$ cat config.mk
export PLATFORM = sky130hd
export DESIGN_NAME = i2c_slave_responder_flat
export DESIGN_NICKNAME = d
export VERILOG_FILES = /design/src/rtl/i2c_slave_responder_pkg.sv /design/src/rtl/i2c_slave_responder_if.sv /design/src/rtl/i2c_slave_responder_bus_sync.sv /design/src/rtl/i2c_slave_responder.sv /design/src/flat_wrapper.sv
export SDC_FILE = /design/constraint.sdc
export NUM_CORES = 1
export LEC_CHECK = 0
export BUFFER_PORTS_ARGS = -buffer_cell sky130_fd_sc_hd__clkbuf_2
export CAP_MARGIN = 20
export CELL_PAD_IN_SITES_DETAIL_PLACEMENT = 0
export CELL_PAD_IN_SITES_GLOBAL_PLACEMENT = 2
export CORE_MARGIN = 8
export CORE_UTILIZATION = 31
export CTS_BUF_LIST = sky130_fd_sc_hd__clkbuf_8 sky130_fd_sc_hd__clkbuf_16
export DETAILED_ROUTE_END_ITERATION = 8
export GPL_TIMING_DRIVEN = 0
export PLACE_DENSITY = 0.75
export SLEW_MARGIN = 10
export SYNTH_ARGS = -nofsm -noshare
export SYNTH_HDL_FRONTEND = slang
export SYNTH_SLANG_ARGS = --single-unit
$ cat constraint.sdc
create_clock -name PCLK -period 1.85 [get_ports PCLK]
set_input_delay 0.0925 -clock PCLK [delete_from_list [all_inputs] [get_ports PCLK]]
set_output_delay 0.0925 -clock PCLK [all_outputs]
set_load 0.01 [all_outputs]
$ cat src/rtl/i2c_slave_responder_pkg.sv
// Shared I2C target definitions: FSM encoding, ACK/NACK levels, default address
// and small helpers used by the responder and its bus front end.
package i2c_slave_responder_pkg;

    typedef enum logic [2:0] {
        ST_IDLE      = 3'd0,
        ST_ADDR      = 3'd1,
        ST_ADDR_ACK  = 3'd2,
        ST_RX_BYTE   = 3'd3,
        ST_RX_ACK    = 3'd4,
        ST_TX_BYTE   = 3'd5,
        ST_TX_ACK    = 3'd6,
        ST_WAIT_STOP = 3'd7
    } i2c_state_e;

    localparam logic       I2C_ACK            = 1'b0;
    localparam logic       I2C_NACK           = 1'b1;
    localparam logic [6:0] DEFAULT_SLAVE_ADDR = 7'h50;
    localparam logic [3:0] BITS_PER_BYTE      = 4'd8;

    function automatic logic [7:0] shift_in(input logic [7:0] cur, input logic b);
        return {cur[6:0], b};
    endfunction

    // Saturating bit counter step: stops at a full byte so it can never wrap.
    function automatic logic [3:0] cnt_step(input logic [3:0] cnt);
        return (cnt < BITS_PER_BYTE) ? (cnt + 4'd1) : cnt;
    endfunction

endpackage

$ cat src/rtl/i2c_slave_responder_if.sv
// Pin and byte-strobe bundle between the I2C target responder and its environment.
interface i2c_slave_responder_if;
    logic       SCL_IN;
    logic       SDA_IN;
    logic       SDA_OE;
    logic [7:0] rx_data;
    logic       rx_valid;
    logic [7:0] tx_data;
    logic       tx_req;
    logic       rw_dir;
    logic       addressed;
    logic       bus_busy;

    modport slave (
        input  SCL_IN, SDA_IN, tx_data,
        output SDA_OE, rx_data, rx_valid, tx_req, rw_dir, addressed, bus_busy
    );

    modport master (
        output SCL_IN, SDA_IN, tx_data,
        input  SDA_OE, rx_data, rx_valid, tx_req, rw_dir, addressed, bus_busy
    );
endinterface

$ cat src/rtl/i2c_slave_responder_bus_sync.sv
// SCL/SDA synchroniser followed by a one-flop edge detector producing 1-cycle
// SCL edge strobes and START/STOP conditions.
module i2c_bus_sync #(
    parameter int SYNC_STAGES = 2
) (
    input  logic clk,
    input  logic rst_n,
    input  logic scl_i,
    input  logic sda_i,
    output logic scl_s_o,
    output logic sda_s_o,
    output logic scl_rise_o,
    output logic scl_fall_o,
    output logic start_det_o,
    output logic stop_det_o
);

    logic [SYNC_STAGES-1:0] scl_sync_q;
    logic [SYNC_STAGES-1:0] sda_sync_q;
    logic                   scl_prev_q;
    logic                   sda_prev_q;
    logic                   scl_s;
    logic                   sda_s;

    assign scl_s = scl_sync_q[SYNC_STAGES-1];
    assign sda_s = sda_sync_q[SYNC_STAGES-1];

    // Synchroniser chains plus previous-value flops; idle bus level is high.
    always_ff @(posedge clk or negedge rst_n) begin
        if (!rst_n) begin
            scl_sync_q <= {SYNC_STAGES{1'b1}};
            sda_sync_q <= {SYNC_STAGES{1'b1}};
            scl_prev_q <= 1'b1;
            sda_prev_q <= 1'b1;
        end else begin
            scl_sync_q <= {scl_sync_q[SYNC_STAGES-2:0], scl_i};
            sda_sync_q <= {sda_sync_q[SYNC_STAGES-2:0], sda_i};
            scl_prev_q <= scl_s;
            sda_prev_q <= sda_s;
        end
    end

    assign scl_s_o     = scl_s;
    assign sda_s_o     = sda_s;
    assign scl_rise_o  = scl_s & ~scl_prev_q;
    assign scl_fall_o  = ~scl_s & scl_prev_q;
    // SCL must be high on both sides of the SDA edge to qualify as START/STOP.
    assign start_det_o = scl_s & scl_prev_q & sda_prev_q & ~sda_s;
    assign stop_det_o  = scl_s & scl_prev_q & ~sda_prev_q & sda_s;

endmodule

$ cat src/rtl/i2c_slave_responder.sv
// I2C target responder: address match, byte receive/transmit with ACK handling,
// byte-level pulse interface to local logic. No clock stretching.
module i2c_slave_responder
    import i2c_slave_responder_pkg::*;
#(
    parameter logic [6:0] SLAVE_ADDR  = DEFAULT_SLAVE_ADDR,
    parameter int         SYNC_STAGES = 2
) (
    input logic                  PCLK,
    input logic                  PRESETN,
    i2c_slave_responder_if.slave bus
);

    logic scl_s, sda_s, scl_rise, scl_fall, start_det, stop_det, bit_rise_s;

    i2c_bus_sync #(.SYNC_STAGES(SYNC_STAGES)) u_sync (
        .clk         (PCLK),
        .rst_n       (PRESETN),
        .scl_i       (bus.SCL_IN),
        .sda_i       (bus.SDA_IN),
        .scl_s_o     (scl_s),
        .sda_s_o     (sda_s),
        .scl_rise_o  (scl_rise),
        .scl_fall_o  (scl_fall),
        .start_det_o (start_det),
        .stop_det_o  (stop_det)
    );

    assign bit_rise_s = scl_rise & scl_s;

    i2c_state_e state_q, state_d;
    logic [3:0] bit_cnt_q, bit_cnt_d;
    logic [7:0] shift_q, shift_d;
    logic [7:0] rx_data_q, rx_data_d;
    logic       sda_oe_q, sda_oe_d;
    logic       rx_valid_q, rx_valid_d;
    logic       tx_req_q, tx_req_d;
    logic       rw_dir_q, rw_dir_d;
    logic       addressed_q, addressed_d;
    logic       bus_busy_q, bus_busy_d;
    logic       addr_hit_q, addr_hit_d;
    logic       nack_q, nack_d;

    // State and output registers; async reset releases SDA immediately.
    always_ff @(posedge PCLK or negedge PRESETN) begin
        if (!PRESETN) begin
            state_q     <= ST_IDLE;
            bit_cnt_q   <= 4'd0;
            shift_q     <= 8'h00;
            rx_data_q   <= 8'h00;
            sda_oe_q    <= 1'b0;
            rx_valid_q  <= 1'b0;
            tx_req_q    <= 1'b0;
            rw_dir_q    <= 1'b0;
            addressed_q <= 1'b0;
            bus_busy_q  <= 1'b0;
            addr_hit_q  <= 1'b0;
            nack_q      <= 1'b0;
        end else begin
            state_q     <= state_d;
            bit_cnt_q   <= bit_cnt_d;
            shift_q     <= shift_d;
            rx_data_q   <= rx_data_d;
            sda_oe_q    <= sda_oe_d;
            rx_valid_q  <= rx_valid_d;
            tx_req_q    <= tx_req_d;
            rw_dir_q    <= rw_dir_d;
            addressed_q <= addressed_d;
            bus_busy_q  <= bus_busy_d;
            addr_hit_q  <= addr_hit_d;
            nack_q      <= nack_d;
        end
    end

    // Next-state logic; bus conditions override whatever the FSM is doing.
    always_comb begin
        state_d     = state_q;
        bit_cnt_d   = bit_cnt_q;
        shift_d     = shift_q;
        rx_data_d   = rx_data_q;
        sda_oe_d    = sda_oe_q;
        rx_valid_d  = 1'b0;
        tx_req_d    = 1'b0;
        rw_dir_d    = rw_dir_q;
        addressed_d = addressed_q;
        bus_busy_d  = bus_busy_q;
        addr_hit_d  = addr_hit_q;
        nack_d      = nack_q;

        if (stop_det) begin
            state_d     = ST_IDLE;
            bit_cnt_d   = 4'd0;
            sda_oe_d    = 1'b0;
            addressed_d = 1'b0;
            bus_busy_d  = 1'b0;
        end else if (start_det) begin
            state_d     = ST_ADDR;
            bit_cnt_d   = 4'd0;
            sda_oe_d    = 1'b0;
            addressed_d = 1'b0;
            bus_busy_d  = 1'b1;
        end else begin
            case (state_q)
                ST_ADDR: begin
                    if (bit_rise_s && (bit_cnt_q < BITS_PER_BYTE)) begin
                        shift_d   = shift_in(shift_q, sda_s);
                        bit_cnt_d = cnt_step(bit_cnt_q);
                        if (bit_cnt_q == 4'd7) begin
                            addr_hit_d = (shift_q[6:0] == SLAVE_ADDR);
                        end else begin
                            addr_hit_d = addr_hit_q;
                        end
                    end else if (scl_fall && (bit_cnt_q == BITS_PER_BYTE)) begin
                        bit_cnt_d = 4'd0;
                        if (addr_hit_q) begin
                            state_d     = ST_ADDR_ACK;
                            sda_oe_d    = 1'b1;
                            rw_dir_d    = shift_q[0];
                            addressed_d = 1'b1;
                        end else begin
                            state_d = ST_WAIT_STOP;
                        end
                    end else begin
                        state_d = ST_ADDR;
                    end
                end
                ST_ADDR_ACK: begin
                    if (bit_rise_s) begin
                        tx_req_d = rw_dir_q;
                    end else if (scl_fall && rw_dir_q) begin
                        shift_d   = bus.tx_data;
                        sda_oe_d  = ~bus.tx_data[7];
                        bit_cnt_d = 4'd1;
                        state_d   = ST_TX_BYTE;
                    end else if (scl_fall) begin
                        sda_oe_d  = 1'b0;
                        bit_cnt_d = 4'd0;
                        state_d   = ST_RX_BYTE;
                    end else begin
                        state_d = ST_ADDR_ACK;
                    end
                end
                ST_RX_BYTE: begin
                    if (bit_rise_s && (bit_cnt_q < BITS_PER_BYTE)) begin
                        shift_d   = shift_in(shift_q, sda_s);
                        bit_cnt_d = cnt_step(bit_cnt_q);
                        if (bit_cnt_q == 4'd7) begin
                            rx_data_d  = shift_in(shift_q, sda_s);
                            rx_valid_d = 1'b1;
                        end else begin
                            rx_valid_d = 1'b0;
                        end
                    end else if (scl_fall && (bit_cnt_q == BITS_PER_BYTE)) begin
                        sda_oe_d  = 1'b1;
                        bit_cnt_d = 4'd0;
                        state_d   = ST_RX_ACK;
                    end else begin
                        state_d = ST_RX_BYTE;
                    end
                end
                ST_RX_ACK: begin
                    if (scl_fall) begin
                        sda_oe_d  = 1'b0;
                        bit_cnt_d = 4'd0;
                        state_d   = ST_RX_BYTE;
                    end else begin
                        state_d = ST_RX_ACK;
                    end
                end
                ST_TX_BYTE: begin
                    // bit_cnt holds how many bits are already on the wire; shift_q[7] is current.
                    if (scl_fall && (bit_cnt_q == BITS_PER_BYTE)) begin
                        sda_oe_d  = 1'b0;
                        bit_cnt_d = 4'd0;
                        state_d   = ST_TX_ACK;
                    end else if (scl_fall) begin
                        sda_oe_d  = ~shift_q[6];
                        shift_d   = shift_in(shift_q, 1'b0);
                        bit_cnt_d = cnt_step(bit_cnt_q);
                    end else begin
                        state_d = ST_TX_BYTE;
                    end
                end
                ST_TX_ACK: begin
                    if (bit_rise_s) begin
                        nack_d   = sda_s;
                        tx_req_d = (sda_s == I2C_ACK);
                    end else if (scl_fall && (nack_q == I2C_ACK)) begin
                        shift_d   = bus.tx_data;
                        sda_oe_d  = ~bus.tx_data[7];
                        bit_cnt_d = 4'd1;
                        state_d   = ST_TX_BYTE;
                    end else if (scl_fall) begin
                        sda_oe_d = 1'b0;
                        state_d  = ST_WAIT_STOP;
                    end else begin
                        state_d = ST_TX_ACK;
                    end
                end
                ST_WAIT_STOP: begin
                    sda_oe_d = 1'b0;
                end
                default: begin
                    sda_oe_d = 1'b0;
                    state_d  = ST_IDLE;
                end
            endcase
        end
    end

    assign bus.SDA_OE    = sda_oe_q;
    assign bus.rx_data   = rx_data_q;
    assign bus.rx_valid  = rx_valid_q;
    assign bus.tx_req    = tx_req_q;
    assign bus.rw_dir    = rw_dir_q;
    assign bus.addressed = addressed_q;
    assign bus.bus_busy  = bus_busy_q;

endmodule

$ cat src/flat_wrapper.sv
// flat-port wrapper written by rule: the top's interface ports become plain ports
module i2c_slave_responder_flat import i2c_slave_responder_pkg::*;
#(
    parameter logic [6:0] SLAVE_ADDR  = DEFAULT_SLAVE_ADDR,
    parameter int         SYNC_STAGES = 2
)
  (PCLK, PRESETN, bus_SCL_IN, bus_SDA_IN, bus_tx_data, bus_SDA_OE, bus_rx_data, bus_rx_valid, bus_tx_req, bus_rw_dir, bus_addressed, bus_bus_busy);
  i2c_slave_responder_if bus_i ();
  input logic PCLK;
  input logic PRESETN;
  input wire logic [$bits(bus_i.SCL_IN)-1:0] bus_SCL_IN;
  input wire logic [$bits(bus_i.SDA_IN)-1:0] bus_SDA_IN;
  input wire logic [$bits(bus_i.tx_data)-1:0] bus_tx_data;
  output wire logic [$bits(bus_i.SDA_OE)-1:0] bus_SDA_OE;
  output wire logic [$bits(bus_i.rx_data)-1:0] bus_rx_data;
  output wire logic [$bits(bus_i.rx_valid)-1:0] bus_rx_valid;
  output wire logic [$bits(bus_i.tx_req)-1:0] bus_tx_req;
  output wire logic [$bits(bus_i.rw_dir)-1:0] bus_rw_dir;
  output wire logic [$bits(bus_i.addressed)-1:0] bus_addressed;
  output wire logic [$bits(bus_i.bus_busy)-1:0] bus_bus_busy;
  assign bus_i.SCL_IN = bus_SCL_IN;
  assign bus_i.SDA_IN = bus_SDA_IN;
  assign bus_i.tx_data = bus_tx_data;
  assign bus_SDA_OE = bus_i.SDA_OE;
  assign bus_rx_data = bus_i.rx_data;
  assign bus_rx_valid = bus_i.rx_valid;
  assign bus_tx_req = bus_i.tx_req;
  assign bus_rw_dir = bus_i.rw_dir;
  assign bus_addressed = bus_i.addressed;
  assign bus_bus_busy = bus_i.bus_busy;
  i2c_slave_responder #(.SLAVE_ADDR(SLAVE_ADDR), .SYNC_STAGES(SYNC_STAGES)) u_core (.PCLK(PCLK), .PRESETN(PRESETN), .bus(bus_i));
endmodule
==> impl_metrics.ini, run 1 <==
[run_status]
status = finished with violations
violations = setup timing

[synthesis]
ys_seq_elements = 36
avgSynthCellArea_um2 = 10.4
ys_async_sr_fraction_pct = 100
synth_area_um2 = 2040
syn_inst = 197
ys_types = 53
synth-main-ff-cell = dfrtp_1
synth_top_area_share_pct = 36.7
yosys_warnings = 0
synth_seq_area_share_pct = 44.4
yosysTopAreaCell = dfrtp_1
syn_nets = 211
synth_area_leaders = dfrtp_1 37%, mux2_2 8.8%, dfstp_2 7.7%, mux2_4 5.9%, nand2b_1 2.8%
synth_edf_count = 0

[timing]
hold_viol = 0
period_share_pct = 106
fin_hold_ws_ns = 0.157
slew_violations = 0
timing.fmax_mhz = 508
setup_tns_ns = -1.52
setup_viol = 15
post-route-min-period_ns = 1.97
slew-limit-headroom_pct = 40.9
timing.final.ws_setup_ns = -0.120
rsz0062_at_grt = yes
skew_ns = 0.00517
tightest_slew_ns = 0.887

[routing]
wl_um = 5590
drt_iter0_markers = 148
vias = 1762
postRouteAntennaNets = 0
vias_per_cell = 5.34
drcViolationCount = 0
wl_per_cell_um = 16.9
firstDrtPassIters = 4

[cells_and_area]
antenna_cells = 0
finalNonFillerCells = 330
multi_input_area_um2 = 1160
design_area_um2 = 2700
layout-drive-gt1-share_pct = 47.0
layout.nets = 266
fill_cells = 618
regArea_um2 = 910
syn_to_final_growth_pct = 32.3
final_cell_mix = 29 x clkbuf_2, 29 x dfrtp_1, 18 x buf_4, 14 x mux2_2, 13 x nand2_1
post-route-util_pct = 42.6

[cts]
numCtsBuffers = 5
clock_path_buffers = 2
clock_tree.root_cell = clkbuf_8
cts_tree = built
cts_sinks = 36
htreeDepth = 2
insertion_delay_ns = 0.29
path_clk_slew_ns = 0.07

[worst_setup_path]
rr_worst_depth = 5
rr_endpoint = u_core.bus.rx_data[5]
path_class = register to register
r2r_setup_slack_ns = -0.12
endpoint_kind = register
start_kind = register
required_ns = 2.03
rr_startpoint = u_core.bit_cnt_q[3]
critPathArrivalTime_ns = 2.15
cp_max_fo = 5

[global_routing]
met2_usage_pct = 19.0
overflow = 0
use_met3_pct = 3.13
antenna_found_initial = 0
grt_pass1_wl_um = 9100
grt-busiest-layer = met2
grt_pass1_vias = 1799
grt_max_degree = 37
gr-usage-all-layers_pct = 11.6
grt.met1_usage_pct = 14.3

[floorplan]
num_rows = 29
io_pins = 26
die_area_um2 = 9450
fp.dieW_um = 97.2
coreArea_um2 = 6350
die_y_um = 97.2
initial_utilization_pct = 32.2

[place]
place_congestion = 0.816
dpl_cell_area_um2 = 2290
hpwlAfterDp_um = 3720
io_buffers = 25
dp_cells = 299

[power]
switchingPower_uw = 1060
internal_power_uw = 1910
ir_drop_uv = 400
power.share.combinational_pct = 43.5
powerDensity_nw_per_um2 = 1100
seq_power_share_pct = 36.1
switching_share_pct = 35.7
p_leak_uw = 0.00125
clock_power_share_pct = 20.4

[hold_path]
hp-start = bus_tx_data[4]
min_path_type = primary input to register
min_to = u_core.shift_q[4]
min_path_cells = 3

[job]
maxCapViolCount = 0
## final cells by class
cell class	count	area share, %
multi-input combinational	141	42.8
sequential	36	33.6
buffer	9	2.59
tap	77	3.56
timing repair buffer	51	12.6
inverter	8	1.11
clock inverter	1	0.139
clock buffer	7	3.56
## synth_stat cells (2+ instances only)
library cell  count
a211oi_1          2
a21oi_1          10
a22oi_1           2
a31oi_1           2
buf_2             3
buf_6             2
clkbuf_1          6
dfrtp_1          30
dfstp_2           6
ha_1              2
inv_1             8
mux2_2           16
mux2_4            8
nand2_1          14
nand2b_1          9
nand3_1           6
nand3b_1          2
nor2_1           10
nor2b_1           3
nor3_1            3
nor3b_1           3
nor4b_1           2
o2111ai_1         2
o211ai_1          2
o21ai_0           9
o22a_1            2
o311ai_0          2
o31ai_1           4
or2_2             2
or3_1             2
## per-layer routing
layer | part of all wire, % | routed length (um) | vias up
li1 | - | - | 838
met1 | 47 | 2650 | 866
met2 | 46 | 2600 | 50
met3 | 4.5 | 254 | 8
met4 | 1.5 | 83 | 0
met5 | 0 | 0 | -
## metrics by stage
| stage | worst slack (ns) | power (uW) |
|---|---|---|
| floorplan | -0.104 | 1910 |
| finish | -0.120 | 2970 |
| global route | -0.186 | 3190 |
| CTS | -0.171 | 2850 |
| detailed placement | -0.256 | 2200 |
| global placement | -0.274 | 2210 |
## how the worst max path moves through the flow
stage / startpoint / end / slack [ns] / cells past startpoint
after global routing: u_core.u_sync.scl_sync_q[1] / u_core.shift_q[1] / -0.19 / 6
final: u_core.bit_cnt_q[3] / u_core.bus.rx_data[5] / -0.12 / 5
after CTS: u_core.bit_cnt_q[3] / u_core.bus.rx_data[5] / -0.17 / 6
after floorplan: u_core.bit_cnt_q[3] / u_core.bus.rx_data[0] / -0.10 / 6
after global placement: u_core.u_sync.scl_prev_q / u_core.shift_q[2] / -0.27 / 7
after detailed placement: u_core.u_sync.scl_prev_q / u_core.shift_q[0] / -0.26 / 7
## flip-flops by register name, summed over array words and instances (netlist names), 2 cells and up
register / flops
u_core.u_sync.scl_sync_q: 2
u_core.state_q: 3
u_core.bit_cnt_q: 4
u_core.shift_q: 7
u_core.bus.rx_data: 8
u_core.u_sync.sda_sync_q: 2
## cell families (layout without fill, tap and decap cells)
group                    after synthesis  after routing  synth area share, %
adder cells (fa/ha/maj)                2              2                 1.22
XOR/XNOR                               1              1                0.428
AO/OA/AOI/OAI                         50             50                 17.2
flip-flops                            36             36                 44.4
buffers and inverters                 20             76                 4.59
AND/OR/NAND/NOR                       64             64                 17.4
multiplexers                          24             24                 14.7
## repair_timing
item                                   in CTS  in global routing
gates resized for setup                    15                 32
gates cloned                                1                  0
endpoints found under the hold margin      32                  0
setup endpoints to repair                  25                 27
setup buffers                               8                 14
hold buffers                                3                  0
pin swaps                                   5                 11
## worst max-delay path: stages, from the launching register on
cell,delay (ns)
dfrtp_2,0.43
or3b_4,0.38
or2_4,0.25
or3_4,0.35
buf_6,0.15
mux2_4,0.29
## power groups by stage
stage	Sequential (uW)	Clock, uW	Combinational (uW)
after floorplan	1050	0	864
after global placement	1090	0	1120
after detailed placement	1090	0	1100
after CTS	1070	623	1160
after global routing	1100	663	1430
final	1070	605	1290
No activity file was read; power rests on OpenSTA's default activity.
==> inputs of run 2 (changes only) <==
- SETUP_SLACK_MARGIN: default -> 0.3
==> run 2 against run 1 <==
Against the previous run: count of clock-buffer cells in the layout fell by 1; highest routed layer unchanged; non-clock buffer count rose by 1; power rose by 3.3%; setup slack got worse by 0.040 ns; routed wire length fell by 1.6%; fmax fell by 2.0%; critical path depth rose by 1; core utilization rose by 1.1 points; the flow still finishes with violations (setup timing); register-to-register slack got worse by 0.04 ns; combinational power rose by 9%; sequential power barely moved.
==> impl_metrics.ini, run 2 (same netlist as run 1, synthesis figures left out) <==
[run_status]
status = finished with violations
violations = setup timing

[routing]
wl_per_cell_um = 16.6
vias = 1762
firstDrtPassIters = 4
wl_um = 5500
postRouteAntennaNets = 0
vias_per_cell = 5.32
drt_iter0_markers = 136
drcViolationCount = 0

[worst_setup_path]
critPathBufInv = 2
path_class = register to register
endpoint_kind = register
required_ns = 2.04
critPathTopFamily = simple AND/OR/NAND/NOR gates
slowest_stage = dfrtp_1
path_cells = buf_6 > or3b_4 > or2_4 > or3_4 > buf_4 > mux2_4
critPathArrivalTime_ns = 2.20
cp_max_fo = 4
start_kind = register
cp_slowest_stage_delay_ns = 0.37

[cells_and_area]
post-route-util_pct = 43.7
syn_to_final_growth_pct = 35.6
antenna_cells = 0
final_cell_mix = 29 x dfrtp_1, 28 x clkbuf_2, 16 x buf_4, 14 x mux2_2, 13 x nand2_1
layout-drive-gt1-share_pct = 50.0
layout_commonest_cell = dfrtp_1
layout.nets = 267
largest_reg_flops = 8

[place]
place_ws_ns = -0.187
hpwlAfterDp_um = 3680
io_buffers = 25
place_congestion = 0.810

[floorplan]
fp.dieW_um = 97.2
die_y_um = 97.2
die_area_um2 = 9450
initial_utilization_pct = 32.2
num_rows = 29
io_pins = 26
coreArea_um2 = 6350

[timing]
hold_viol = 0
tightest_slew_ns = 0.903
skew_ns = 0.00771
setup_viol = 19
period_share_pct = 109
timing.fmax_mhz = 498
post-route-min-period_ns = 2.01
slew_violations = 0
slew-limit-headroom_pct = 39.8
timing.final.ws_setup_ns = -0.160
rsz0062_at_grt = yes

[global_routing]
grt_max_degree = 37
grt_pass1_vias = 1794
gr-usage-all-layers_pct = 11.8
overflow = 0
antenna_found_initial = 0
grt_pass1_wl_um = 9260

[power]
powerDensity_nw_per_um2 = 1110
internal_power_uw = 1950
p_leak_uw = 0.00127
switchingPower_uw = 1120
power.total_uw = 3070
ir_drop_uv = 577
clock_power_share_pct = 19.8
seq_power_share_pct = 34.8
switching_share_pct = 36.6
power.share.combinational_pct = 45.4

[cts]
insertion_delay_ns = 0.29
cts_sinks = 36
numCtsBuffers = 5
path_clk_slew_ns = 0.08
clock_path_buffers = 2
htreeDepth = 2
clock_tree.root_cell = clkbuf_8
cts_tree = built

[job]
maxCapViolCount = 0

[hold_path]
min_path_type = primary input to register
## run 2: cell types whose count changed in the layout (fill, tap and decap cells not counted), sizes merged
| cell | change |
|---|---|
| buf | +1 |
| clkbuf | -1 |
| clkinv | +1 |
## run 2: final cells by class
| cell class | instances | area (um2) |
|---|---|---|
| multi-input cells | 141 | 1190 |
| clock inverters | 2 | 13.8 |
| clock buffers | 6 | 82.6 |
| fillers | 598 | 3580 |
| plain buffers | 12 | 119 |
| repair buffers | 49 | 335 |
| inverters | 8 | 30.0 |
| well taps | 77 | 96.3 |
| flip-flops and latches | 36 | 910 |
## run 2: worst reg2reg max path: stages (launching register included)
cell	delay [ns]
dfrtp_1	0.37
buf_6	0.12
or3b_4	0.36
or2_4	0.25
or3_4	0.35
buf_4	0.17
mux2_4	0.29
## run 2: power groups by stage
stage / clock (uW) / sequential [uW] / combinational, uW
floorplan: 0 / 1050 / 892
global placement: 0 / 1090 / 1140
detailed placement: 0 / 1090 / 1130
CTS: 638 / 1070 / 1320
global route: 667 / 1090 / 1530
finish: 607 / 1070 / 1400
## run 2: final timing paths
check / cells past startpoint / to / start / slack, ns
worst max-delay path: 6 / u_core.bus.rx_data[2] / u_core.bit_cnt_q[3] / -0.16
worst min-delay path: 3 / u_core.shift_q[1] / bus_tx_data[1] / 0.15
worst max register to register: 6 / u_core.bus.rx_data[2] / u_core.bit_cnt_q[3] / -0.16
worst min register to register: 0 / u_core.u_sync.sda_sync_q[1] / u_core.u_sync.sda_sync_q[0] / 0.36
max in group asynchronous: 2 / u_core.bit_cnt_q[0] / PRESETN / 0.76
min in group asynchronous: 2 / u_core.bus.bus_busy / PRESETN / 0.47
## run 2: per-stage QoR
stage               cell area, um2  hold WS (ns)  instances  setup TNS, ns
floorplan                     2110        -0.203        197         -0.829
global placement              2330         0.180        299          -3.53
detailed placement            2330         0.182        299          -3.22
CTS                           2680         0.150        327          -1.72
global route                  2770         0.160        331          -3.75
finish                        2770         0.153        331          -2.05
## run 2: what timing repair did
item                                    CTS  global route
setup buffers                            16             4
resized for setup                        27            20
hold endpoints to repair                 32             0
hold buffers                              3             0
endpoints found under the setup margin   28            28
cloned                                    1             0
pin swaps                                 5             6
## run 2: metal layers
layer | track usage, % | vias to the layer above | routed length, um
met5 | 0 | - | 0
met4 | 4.55 | 0 | 115
met3 | 2.06 | 6 | 193
met2 | 19.5 | 41 | 2600
met1 | 14.9 | 868 | 2580
li1 | - | 847 | -
==> inputs of run 3 (changes only) <==
==> constraint.sdc (replaced) <==
create_clock -name PCLK -period 1.85 [get_ports PCLK]
set_input_delay 0.185 -clock PCLK [delete_from_list [all_inputs] [get_ports PCLK]]
set_output_delay 0.185 -clock PCLK [all_outputs]
set_load 0.01 [all_outputs]
==> run 3 against run 2 <==
Against the previous run: clock skew about the same; sequential share of layout area up 0.12 points; highest routed layer unchanged; largest cell class unchanged; critical path depth unchanged; count of clock-buffer cells in the layout unchanged; core utilization down 0.16 points; the flow still finishes with violations (setup timing); flip-flop and latch count unchanged; largest power group unchanged; register-to-register slack about the same.
==> impl_metrics.ini, run 3 (same netlist as run 1, synthesis figures left out) <==
[floorplan]
initial_utilization_pct = 32.2
fp.dieW_um = 97.2
num_rows = 29
coreArea_um2 = 6350
io_pins = 26
die_y_um = 97.2
die_area_um2 = 9450

[global_routing]
overflow = 0
grt_max_degree = 37
met2_usage_pct = 19.4
gr-usage-all-layers_pct = 11.8
use_met3_pct = 2.06
grt_pass1_vias = 1788
grt.met1_usage_pct = 14.9
antenna_found_initial = 0
grt_pass1_wl_um = 9230
grt-busiest-layer = met2

[timing]
skew_ns = 0.00761
rsz0062_at_grt = yes
tightest_slew_ns = 0.904
setup_viol = 20
slew_violations = 0
post-route-min-period_ns = 2.01
fin_hold_ws_ns = 0.0107
timing.final.ws_setup_ns = -0.160
hold_viol = 0
slew-limit-headroom_pct = 39.7
timing.fmax_mhz = 498
period_share_pct = 109

[run_status]
violations = setup timing
status = finished with violations

[worst_setup_path]
start_kind = register
required_ns = 2.04
slowest_stage = dfrtp_1
cp_slowest_stage_delay_ns = 0.37
critPathArrivalTime_ns = 2.20
cp_max_fo = 4
endpoint_kind = register
path_cells = buf_6 > or3b_4 > or2_4 > or3_4 > buf_4 > mux2_4
path_class = register to register

[cells_and_area]
design_area_um2 = 2760
finalNonFillerCells = 330
regArea_um2 = 910
layout-drive-gt1-share_pct = 50.2
layout_commonest_cell = dfrtp_1
final_cell_mix = 29 x dfrtp_1, 28 x clkbuf_2, 16 x buf_4, 14 x mux2_2, 13 x nand2_1
largest_reg_flops = 8
multi_input_area_um2 = 1190
layout.nets = 266
antenna_cells = 0
syn_to_final_growth_pct = 35.1
fill_cells = 599

[cts]
cts_sinks = 36
numCtsBuffers = 5
clock_path_buffers = 2
path_clk_slew_ns = 0.08
clock_tree.root_cell = clkbuf_8
insertion_delay_ns = 0.29
cts_tree = built
htreeDepth = 2

[routing]
drt_iter0_markers = 146
drcViolationCount = 0
firstDrtPassIters = 4
vias = 1758
wl_per_cell_um = 16.6
postRouteAntennaNets = 0
vias_per_cell = 5.33
wl_um = 5470

[job]
maxCapViolCount = 0

[hold_path]
min_path_type = primary input to asynchronous set/reset pin

[place]
io_buffers = 25
place_ws_ns = -0.187
dp_cells = 299
place_congestion = 0.810
dpl_cell_area_um2 = 2330
hpwlAfterDp_um = 3680

[power]
powerDensity_nw_per_um2 = 1110
p_leak_uw = 0.00126
ir_drop_uv = 582
run 3: final timing paths:
path                                              from                           to  slack, ns  depth (start not counted)
max                                u_core.bit_cnt_q[3]        u_core.bus.rx_data[2]      -0.16                          6
max in group asynchronous                      PRESETN          u_core.bit_cnt_q[0]       1.21                          1
min in group PCLK                       bus_tx_data[1]            u_core.shift_q[1]       0.25                          3
min reg2reg                u_core.u_sync.sda_sync_q[0]  u_core.u_sync.sda_sync_q[1]       0.36                          0
max reg2reg                        u_core.bit_cnt_q[3]        u_core.bus.rx_data[2]      -0.16                          6
min                                            PRESETN          u_core.bus.bus_busy       0.01                          1
run 3: per-stage QoR:
step	total power (uW)	setup TNS, ns	util [%]
CTS	3030	-1.72	42.0
global route	3290	-3.75	43.5
floorplan	1940	-0.829	-
finish	3070	-2.03	43.5
detailed placement	2220	-3.22	36.7
global placement	2230	-3.53	36.7
run 3: area by class of cell:
cell class / count / area share [%]
clock buffer: 6 / 2.99
timing repair buffer: 48 / 11.8
inverter: 8 / 1.09
buffer: 12 / 4.30
clock inverter: 2 / 0.498
multi-input combinational: 141 / 42.9
sequential: 36 / 32.9
tap: 77 / 3.49
run 3: report_power, final:
| group | total [uW] | internal, uW | switching, uW |
|---|---|---|---|
| clock | 608 | 305 | 304 |
| combinational | 1390 | 702 | 692 |
| sequential | 1070 | 941 | 128 |
run 3: worst max-delay path: cells and delay by family (launching register included):
kind,cells,cell delay (ns)
flops,1,0.37
simple gates,3,0.96
mux,1,0.29
buf+inv,2,0.29
run 3: routing by layer:
metal / part of all wire (%) / wire length [um]
met1: 48 / 2610
met5: 0 / 0
met3: 3.0 / 163
met4: 2.1 / 116
met2: 47 / 2580
run 3: what timing repair did:
action,4_1_cts,5_1_grt
buffers inserted,16,4
endpoints found under the hold margin,2,0
gates resized for setup,27,20
hold buffers,2,0
pin swaps,5,6
cloned,1,0
endpoints found under the setup margin,28,28
